==> config.mk <==
export PLATFORM = sky130hd
export DESIGN_NAME = mem_seq_ctrl_flat
export DESIGN_NICKNAME = d
export VERILOG_FILES = /design/src/rtl/mem_seq_ctrl_if.sv /design/src/rtl/mem_seq_ctrl.sv /design/src/flat_wrapper.sv
export SDC_FILE = /design/constraint.sdc
export NUM_CORES = 1
export LEC_CHECK = 0
export ABC_AREA = 1
export CAP_MARGIN = 25
export CORE_MARGIN = 2
export CORE_UTILIZATION = 45
export CTS_CLUSTER_SIZE = 28
export DETAILED_ROUTE_END_ITERATION = 8
export PLACE_DENSITY = 0.86
export SLEW_MARGIN = 30
export SYNTH_ARGS = -nofsm -noshare
export SYNTH_HDL_FRONTEND = slang
export SYNTH_SLANG_ARGS = --single-unit
==> constraint.sdc <==
create_clock -name clk -period 5.2 [get_ports clk]
set_clock_uncertainty 0.2 [all_clocks]
set_input_delay 1.04 -clock clk [delete_from_list [all_inputs] [get_ports clk]]
set_output_delay 1.04 -clock clk [all_outputs]
set_load 0.005 [all_outputs]
==> src/rtl/mem_seq_ctrl_if.sv <==
// Sequencer bus bundle: iRAM/data-RAM ports, ALU hookup and status.
interface mem_seq_ctrl_if #(
    parameter int unsigned DW   = 32,
    parameter int unsigned AW   = 10,
    parameter int unsigned OPW  = 2,
    parameter int unsigned CNTW = 16
);
    logic            run;
    logic [AW-1:0]   iaddr;
    logic [31:0]     irdata;
    logic [AW-1:0]   daddr;
    logic [DW-1:0]   drdata;
    logic [DW-1:0]   dwdata;
    logic            dwe;
    logic [OPW-1:0]  alu_op;
    logic [DW-1:0]   alu_a;
    logic [DW-1:0]   alu_b;
    logic [DW-1:0]   alu_y;
    logic [AW-1:0]   pc;
    logic            halted;
    logic            busy;
    logic [CNTW-1:0] retired;

    modport master (
        input  run, irdata, drdata, alu_y,
        output iaddr, daddr, dwdata, dwe, alu_op, alu_a, alu_b, pc, halted, busy, retired
    );

    modport slave (
        output run, irdata, drdata, alu_y,
        input  iaddr, daddr, dwdata, dwe, alu_op, alu_a, alu_b, pc, halted, busy, retired
    );
endinterface

==> src/rtl/mem_seq_ctrl.sv <==
// Multi-cycle fetch / read-A / read-B / execute / write-back sequencer
// for the memory-to-memory CPU.
module mem_seq_ctrl #(
    parameter int unsigned DW   = 32,
    parameter int unsigned AW   = 10,
    parameter int unsigned OPW  = 2,
    parameter int unsigned CNTW = 16
) (
    input  logic           clk,
    input  logic           rst,
    mem_seq_ctrl_if.master bus
);
    localparam int unsigned IW     = 32;
    localparam int unsigned OP_LSB = 3 * AW;
    localparam int unsigned SA_LSB = 2 * AW;
    localparam int unsigned SB_LSB = AW;

    localparam logic [OPW-1:0] ALU_OP_AND  = OPW'(0);
    localparam logic [OPW-1:0] ALU_OP_OR   = OPW'(1);
    localparam logic [OPW-1:0] ALU_OP_XOR  = OPW'(2);
    localparam logic [OPW-1:0] CPU_OP_JUMP = OPW'(3);

    typedef enum logic [2:0] {
        S_FETCH, S_DECODE, S_RDA, S_RDB, S_EXEC, S_WB, S_HALT
    } state_t;

    state_t          state;
    logic [AW-1:0]   pc;
    logic [IW-1:0]   ir;
    logic [DW-1:0]   opa;
    logic [DW-1:0]   opb;
    logic [AW-1:0]   daddr_q;
    logic [DW-1:0]   dwdata_q;
    logic            dwe;
    logic            halted;
    logic [CNTW-1:0] retired;

    logic [AW-1:0]   daddr_c;
    logic [DW-1:0]   dwdata_c;

    logic [OPW-1:0]  dec_op;
    logic [AW-1:0]   dec_tgt;
    logic [OPW-1:0]  ir_op;
    logic [AW-1:0]   ir_sa;
    logic [AW-1:0]   ir_sb;
    logic [AW-1:0]   ir_dst;

    assign dec_op  = bus.irdata[OP_LSB +: OPW];
    assign dec_tgt = bus.irdata[SA_LSB +: AW];
    assign ir_op   = ir[OP_LSB +: OPW];
    assign ir_sa   = ir[SA_LSB +: AW];
    assign ir_sb   = ir[SB_LSB +: AW];
    assign ir_dst  = ir[0 +: AW];

    // Data-RAM address/write data follow the state directly; the ALU result
    // is only valid once opb is latched, so write data cannot be pre-registered.
    always_comb begin
        daddr_c  = daddr_q;
        dwdata_c = dwdata_q;
        case (state)
            S_RDA:   daddr_c = ir_sa;
            S_RDB:   daddr_c = ir_sb;
            S_WB: begin
                daddr_c  = ir_dst;
                dwdata_c = bus.alu_y;
            end
            default: ;
        endcase
    end

    // Sequencer state, PC, instruction/operand latches and counters.
    always_ff @(posedge clk or negedge rst) begin
        if (!rst) begin
            state    <= S_FETCH;
            pc       <= '0;
            ir       <= '0;
            opa      <= '0;
            opb      <= '0;
            daddr_q  <= '0;
            dwdata_q <= '0;
            dwe      <= 1'b0;
            halted   <= 1'b0;
            retired  <= '0;
        end else begin
            dwe      <= 1'b0;
            daddr_q  <= daddr_c;
            dwdata_q <= dwdata_c;
            case (state)
                S_FETCH: begin
                    if (bus.run) state <= S_DECODE;
                end
                S_DECODE: begin
                    ir <= bus.irdata;
                    case (dec_op)
                        CPU_OP_JUMP: begin
                            retired <= retired + CNTW'(1);
                            if (dec_tgt == pc) begin
                                halted <= 1'b1;
                                state  <= S_HALT;
                            end else begin
                                pc    <= dec_tgt;
                                state <= S_FETCH;
                            end
                        end
                        ALU_OP_AND, ALU_OP_OR, ALU_OP_XOR: begin
                            state <= S_RDA;
                        end
                        default: begin
                            pc      <= pc + AW'(1);
                            retired <= retired + CNTW'(1);
                            state   <= S_FETCH;
                        end
                    endcase
                end
                S_RDA:  state <= S_RDB;
                S_RDB: begin
                    opa   <= bus.drdata;
                    state <= S_EXEC;
                end
                S_EXEC: begin
                    opb   <= bus.drdata;
                    dwe   <= 1'b1;
                    state <= S_WB;
                end
                S_WB: begin
                    pc      <= pc + AW'(1);
                    retired <= retired + CNTW'(1);
                    state   <= S_FETCH;
                end
                S_HALT: ;
                default: state <= S_FETCH;
            endcase
        end
    end

    assign bus.iaddr   = pc;
    assign bus.pc      = pc;
    assign bus.daddr   = daddr_c;
    assign bus.dwdata  = dwdata_c;
    assign bus.dwe     = dwe;
    assign bus.alu_op  = ir_op;
    assign bus.alu_a   = opa;
    assign bus.alu_b   = opb;
    assign bus.halted  = halted;
    assign bus.retired = retired;
    assign bus.busy    = !((state == S_FETCH && !bus.run) || state == S_HALT);
endmodule

==> src/flat_wrapper.sv <==
// flat-port wrapper written by rule: the top's interface ports become plain ports
module mem_seq_ctrl_flat 
#(
    parameter int unsigned DW   = 32,
    parameter int unsigned AW   = 10,
    parameter int unsigned OPW  = 2,
    parameter int unsigned CNTW = 16
)
  (clk, rst, bus_run, bus_irdata, bus_drdata, bus_alu_y, bus_iaddr, bus_daddr, bus_dwdata, bus_dwe, bus_alu_op, bus_alu_a, bus_alu_b, bus_pc, bus_halted, bus_busy, bus_retired);
  mem_seq_ctrl_if #(.DW(DW), .AW(AW), .OPW(OPW), .CNTW(CNTW)) bus_i ();
  input  logic clk;
  input  logic rst;
  input wire logic [$bits(bus_i.run)-1:0] bus_run;
  input wire logic [$bits(bus_i.irdata)-1:0] bus_irdata;
  input wire logic [$bits(bus_i.drdata)-1:0] bus_drdata;
  input wire logic [$bits(bus_i.alu_y)-1:0] bus_alu_y;
  output wire logic [$bits(bus_i.iaddr)-1:0] bus_iaddr;
  output wire logic [$bits(bus_i.daddr)-1:0] bus_daddr;
  output wire logic [$bits(bus_i.dwdata)-1:0] bus_dwdata;
  output wire logic [$bits(bus_i.dwe)-1:0] bus_dwe;
  output wire logic [$bits(bus_i.alu_op)-1:0] bus_alu_op;
  output wire logic [$bits(bus_i.alu_a)-1:0] bus_alu_a;
  output wire logic [$bits(bus_i.alu_b)-1:0] bus_alu_b;
  output wire logic [$bits(bus_i.pc)-1:0] bus_pc;
  output wire logic [$bits(bus_i.halted)-1:0] bus_halted;
  output wire logic [$bits(bus_i.busy)-1:0] bus_busy;
  output wire logic [$bits(bus_i.retired)-1:0] bus_retired;
  assign bus_i.run = bus_run;
  assign bus_i.irdata = bus_irdata;
  assign bus_i.drdata = bus_drdata;
  assign bus_i.alu_y = bus_alu_y;
  assign bus_iaddr = bus_i.iaddr;
  assign bus_daddr = bus_i.daddr;
  assign bus_dwdata = bus_i.dwdata;
  assign bus_dwe = bus_i.dwe;
  assign bus_alu_op = bus_i.alu_op;
  assign bus_alu_a = bus_i.alu_a;
  assign bus_alu_b = bus_i.alu_b;
  assign bus_pc = bus_i.pc;
  assign bus_halted = bus_i.halted;
  assign bus_busy = bus_i.busy;
  assign bus_retired = bus_i.retired;
  mem_seq_ctrl #(.DW(DW), .AW(AW), .OPW(OPW), .CNTW(CNTW)) u_core (.clk(clk), .rst(rst), .bus(bus_i));
endmodule
# Word-level counts from Yosys, hierarchy flattened
# Index checks and enable logic that the tools add are counted.
# Widths: inputs -> output; s select.
# totals
register_bits,169
word_cells,50
inputBits,99
# op_classes
addsub,2
mux,12
bitwise_logic,1
eq_ne,13
reduce_logical,12
# op_table
operator,count
$mux 32,1
$pmux 16 s2,1
$pmux 10 s3,1
$mux 10,2
$pmux 10 s2,1
$pmux 3 s6,1
$add 16x1->16 const B,1
$mux 16,1
$add 10x1->10 const B,1
$eq 10x10->1,1
$eq 3x3->1 const B,3
$eq 3x2->1 const B,2
$mux 3,2
$pmux 3 s2,1
$reduce_and 3->1,2
$eq 2x2->1 const B,2
$ne 2x2->1 const B,2
$reduce_and 2->1,2
$eq 3x1->1 const B,1
$logic_not 3->1,1
$reduce_or 3->1,1
$eq 2x1->1 const B,1
$logic_not 1->1,2
$logic_not 2->1,1
6 further kinds,6

# Logic depth before layout (Yosys ltp)
# depth
word_depth,4
mapped_depth,10
ltp_nobuf,10

# Worst setup path before layout
# No wires, ideal clock.
# synth_path
path_type,in2out
start,input port bus_run
end,output port bus_busy
arrival_ns,1.271
required_ns,3.960
slack_ns,2.689
cell_stages,4
cell_sequence,nor2_1 > nand2_1 > nand2_1 > inv_1
# synth_between
elab_chain_len,4
# synth_rtl
item,line,rtl
"start, declared",flat_wrapper.sv:13,input wire logic [$bits(bus_i.run)-1:0] bus_run;
$logic_not 1->1,mem_seq_ctrl.sv:146,assign bus.busy = !((state == S_FETCH && !bus.run) || state == S_HALT);
$logic_and 1x1->1,mem_seq_ctrl.sv:146,
$logic_or 1x1->1,mem_seq_ctrl.sv:146,
$logic_not 1->1,mem_seq_ctrl.sv:146,
"end, declared",flat_wrapper.sv:26,output wire logic [$bits(bus_i.busy)-1:0] bus_busy;
# Every way passes these cells.

# Worst setup path in the final report
# layout_path
start,register u_core.state[1]
end,output port bus_daddr[1]
# layout_between
elab_chain_len,2
elab_cells_between_ends,4
classes_between,eq/ne: 3; mux: 1
# layout_rtl
item,line,rtl
"start, declared",mem_seq_ctrl.sv:27,state_t state;
"start signal, assigned",mem_seq_ctrl.sv:74,state <= S_FETCH;
"start signal, assigned",mem_seq_ctrl.sv:90,if (bus.run) state <= S_DECODE;
"start signal, assigned",mem_seq_ctrl.sv:99,state <= S_HALT;
$eq 3x3->1 / $eq 3x2->1 (equally long branches),mem_seq_ctrl.sv:60,case (state)
$pmux 10 s3 (*),mem_seq_ctrl.sv:60,
"end, declared",flat_wrapper.sv:18,output wire logic [$bits(bus_i.daddr)-1:0] bus_daddr;
# Every way passes the cells marked *; elsewhere a longest branch is shown, timed or not.

==> results.yml <==
clock_network:
  hold_buffers: 0
  cts.sinks: 169
  post_cts_buffers: 0
  insertion_delay_ns: 0.41
  cts_resized: 0
  numCtsBuffers: 17
  path_clk_slew_ns: 0.06
  htreeDepth: 4
  cts_tree: "done"
  clockBufferDepth: 2
  root_buffer: "clkbuf_16"
worst_setup_path:
  path_buf_inv: 4
  critPathCaptureType: "output port"
  cp_max_fo: 55
  reg2reg_slack_ns: 2.65
  critPathLaunch: "u_core.state[1]"
  cp.arrival_ns: 2.97
  required_ns: 3.96
  crit_type: "reg2out"
  cp-start-kind: "register"
  critPathMaxStageDelay_ns: 0.71
  path_cells: "inv_1 > nand2_2 > inv_1 > nand2_2 > inv_2 > nand2_1 > nand3_1 > clkdlybuf4s50_1"
  crit_path_top_delay_cell: "inv_2"
  r2r-start: "u_core.state[1]"
  critPathTopFamily: "buffers and inverters"
  rr_worst_depth: 9
  cp_num_cells: 8
yosys:
  synth_most_common_cell: "nand2_1"
  synth_ff_type: "dfrtp_1"
  synth_cells: 826
  synth_seq_cells: 169
  syn_area_sq_um: 7150
  yosysTopAreaCell: "dfrtp_1"
  synth_fp_nets: 927
  async_flop_share_pct: 100
  yosysWarnings: 0
  yosysTopAreaCellShare_pct: 59.2
  synth_edf_count: 0
  synth_common_cells: "nand2_1 (348), dfrtp_1 (169), o21ai_0 (82)"
  syn_avg_cell_area_sq_um: 8.66
  synthTopCellsByArea: "dfrtp_1 (59%), nand2_1 (18%), o21ai_0 (5.7%)"
  ys_seq_area_share_pct: 59.2
  ys_types: 29
timing:
  drv_slew: 0
  setup_viol: 0
  fmax_mhz: 237
  max_slew.worst_pin.slew_ns: 0.951
  hold_viol_final: 0
  min_period_over_period_pct: 81.0
  fin_crit_ns: 4.21
  slew_headroom_pct: 36.5
  rsz0062_at_grt: "no"
  fin_setup_tns_ns: 0
finish:
  drive_gt1_share_pct: 4.81
  syn_to_final_growth_pct: 44.0
  n_antenna_cell: 0
  seq_area_sq_um: 4230
  fillers: 1279
  nets: 1150
  multiInputGateArea_sq_um: 2420
worst_hold_path:
  hold_class: "reg2reg"
  holdPathStages: 2
  worstHoldStart: "u_core.bus.halted"
global_routing:
  grt_first_pass_wirelength_um: 29300
  grt_start_max_net_pins: 67
  grt.met3_usage_pct: 4.67
  grt_busiest_layer: "met2"
  antenna_found_initial: 0
  grt_use_total_pct: 21.9
  globalRouteMet2Util_pct: 36.9
  met1_usage_pct: 29.0
  grt-ovfl-total: 0
  grt_pass1_vias: 5918
detailed_routing:
  vias_per_cell: 4.85
  via_count: 6199
  post-route-drc-count: 0
  drtAntennaViolNets: 0
  wirelength_um: 18500
  drt_iter0_drc: 409
  routedWlPerCell_um: 14.5
  first_pass_iters: 5
placement:
  hpwl_um: 13100
  io_buffer_count: 245
  routabilityCongestion: 0.860
power:
  total_power_mw: 2.70
  power_leakage_nw: 4.86
  p_per_area_nw_per_um2: 262
  vdd_ir_drop_max_uv: 186
floorplanning:
  coreArea_sq_um: 15700
  pin_count: 246
  dieArea_sq_um: 16900
  die_w_um: 130
  fp.dieH_um: 130
  start_util_pct: 45.5
  num_rows: 46
run:
  cap_violations: 0
outcome:
  status: "finished clean"
==> sequential cells by signal, summed over array words and instances, names as in the netlist <==
signal              count
u_core.daddr_q         10
u_core.state            3
u_core.bus.iaddr       10
u_core.ir              32
u_core.bus.alu_b       32
u_core.bus.alu_a       32
u_core.bus.halted       1
u_core.bus.dwe          1
u_core.dwdata_q        32
u_core.bus.retired     16
==> per-stage QoR <==
| stage | instances | setup WS (ns) | area, sq um | hold WS (ns) | util [%] |
|---|---|---|---|---|---|
| after floorplan | 826 | 2.69 | 7150 | 0.242 | - |
| after global placement | 1245 | 1.52 | 9670 | 0.249 | 61.6 |
| after detailed placement | 1246 | 1.42 | 9710 | 0.255 | 61.8 |
| after CTS | 1277 | 0.973 | 10300 | 0.272 | 65.5 |
| after global routing | 1277 | 0.707 | 10300 | 0.291 | 65.5 |
| final | 1277 | 0.987 | 10300 | 0.261 | 65.5 |
==> routing by layer <==
layer	up-vias	wire (um)
met2	235	8960
met5	-	0
met3	16	1410
met4	0	174
li1	3017	-
met1	2931	7960
==> kinds of logic after synthesis <==
group,synth area share [%]
muxes,0.157
xor gates and xnor gates,2.08
and+or+nand+nor,23.9
buffers and inverters,7.16
adders and majority gates,0.350
DFF,59.2
AOI/OAI and AO/OA,7.21
==> final timing paths <==
kind	to
max in group asynchronous	u_core.ir[26]
min	u_core.bus.halted
min reg2reg	u_core.bus.halted
max	bus_daddr[1]
min in group asynchronous	u_core.bus.alu_b[8]
max reg2reg	u_core.bus.iaddr[5]
==> worst min-delay path, stage by stage, from the launching register on <==
cell and delay [ns]:
dfrtp_1 0.34, inv_1 0.04, nand2_1 0.05
==> final cells by class <==
cell class              count  share of cell area [%]
flip-flops and latches    169                    41.1
repair buffers            250                    24.5
multi-input cells         540                    23.5
clock buffers              22                    4.61
well taps                 216                    2.63
inverters                  71                    2.59
clock inverters             9                    1.11
==> cell usage in the layout, fill, tap and decap left out, types with 2 or more instances in the layout <==
master	Yosys	layout
clkdlybuf4s50_1	0	244
ha_1	2	2
xor2_1	11	11
clkinvlp_4	0	3
clkbuf_16	0	17
dfrtp_1	169	169
buf_4	15	3
nor3_1	3	3
inv_6	0	2
nor2_1	21	21
inv_2	2	3
a21oi_1	2	2
nor2_2	3	3
nand2_2	4	4
clkbuf_1	15	2
o21ai_0	82	82
nand3_1	26	26
a22oi_1	7	7
inv_1	68	67
clkbuf_8	0	3
bufinv_16	0	2
xnor2_1	6	6
nand4_1	17	17
nand2_1	348	347
==> power breakdown <==
group          internal, mW  leakage [nW]  switching [mW]
combinational        0.0734          2.94          0.0524
clock                 0.747         0.279           0.511
sequential             1.31          1.65               0
total                  2.14          4.86           0.563
Note: power is estimated with default switching activity, not from simulation.
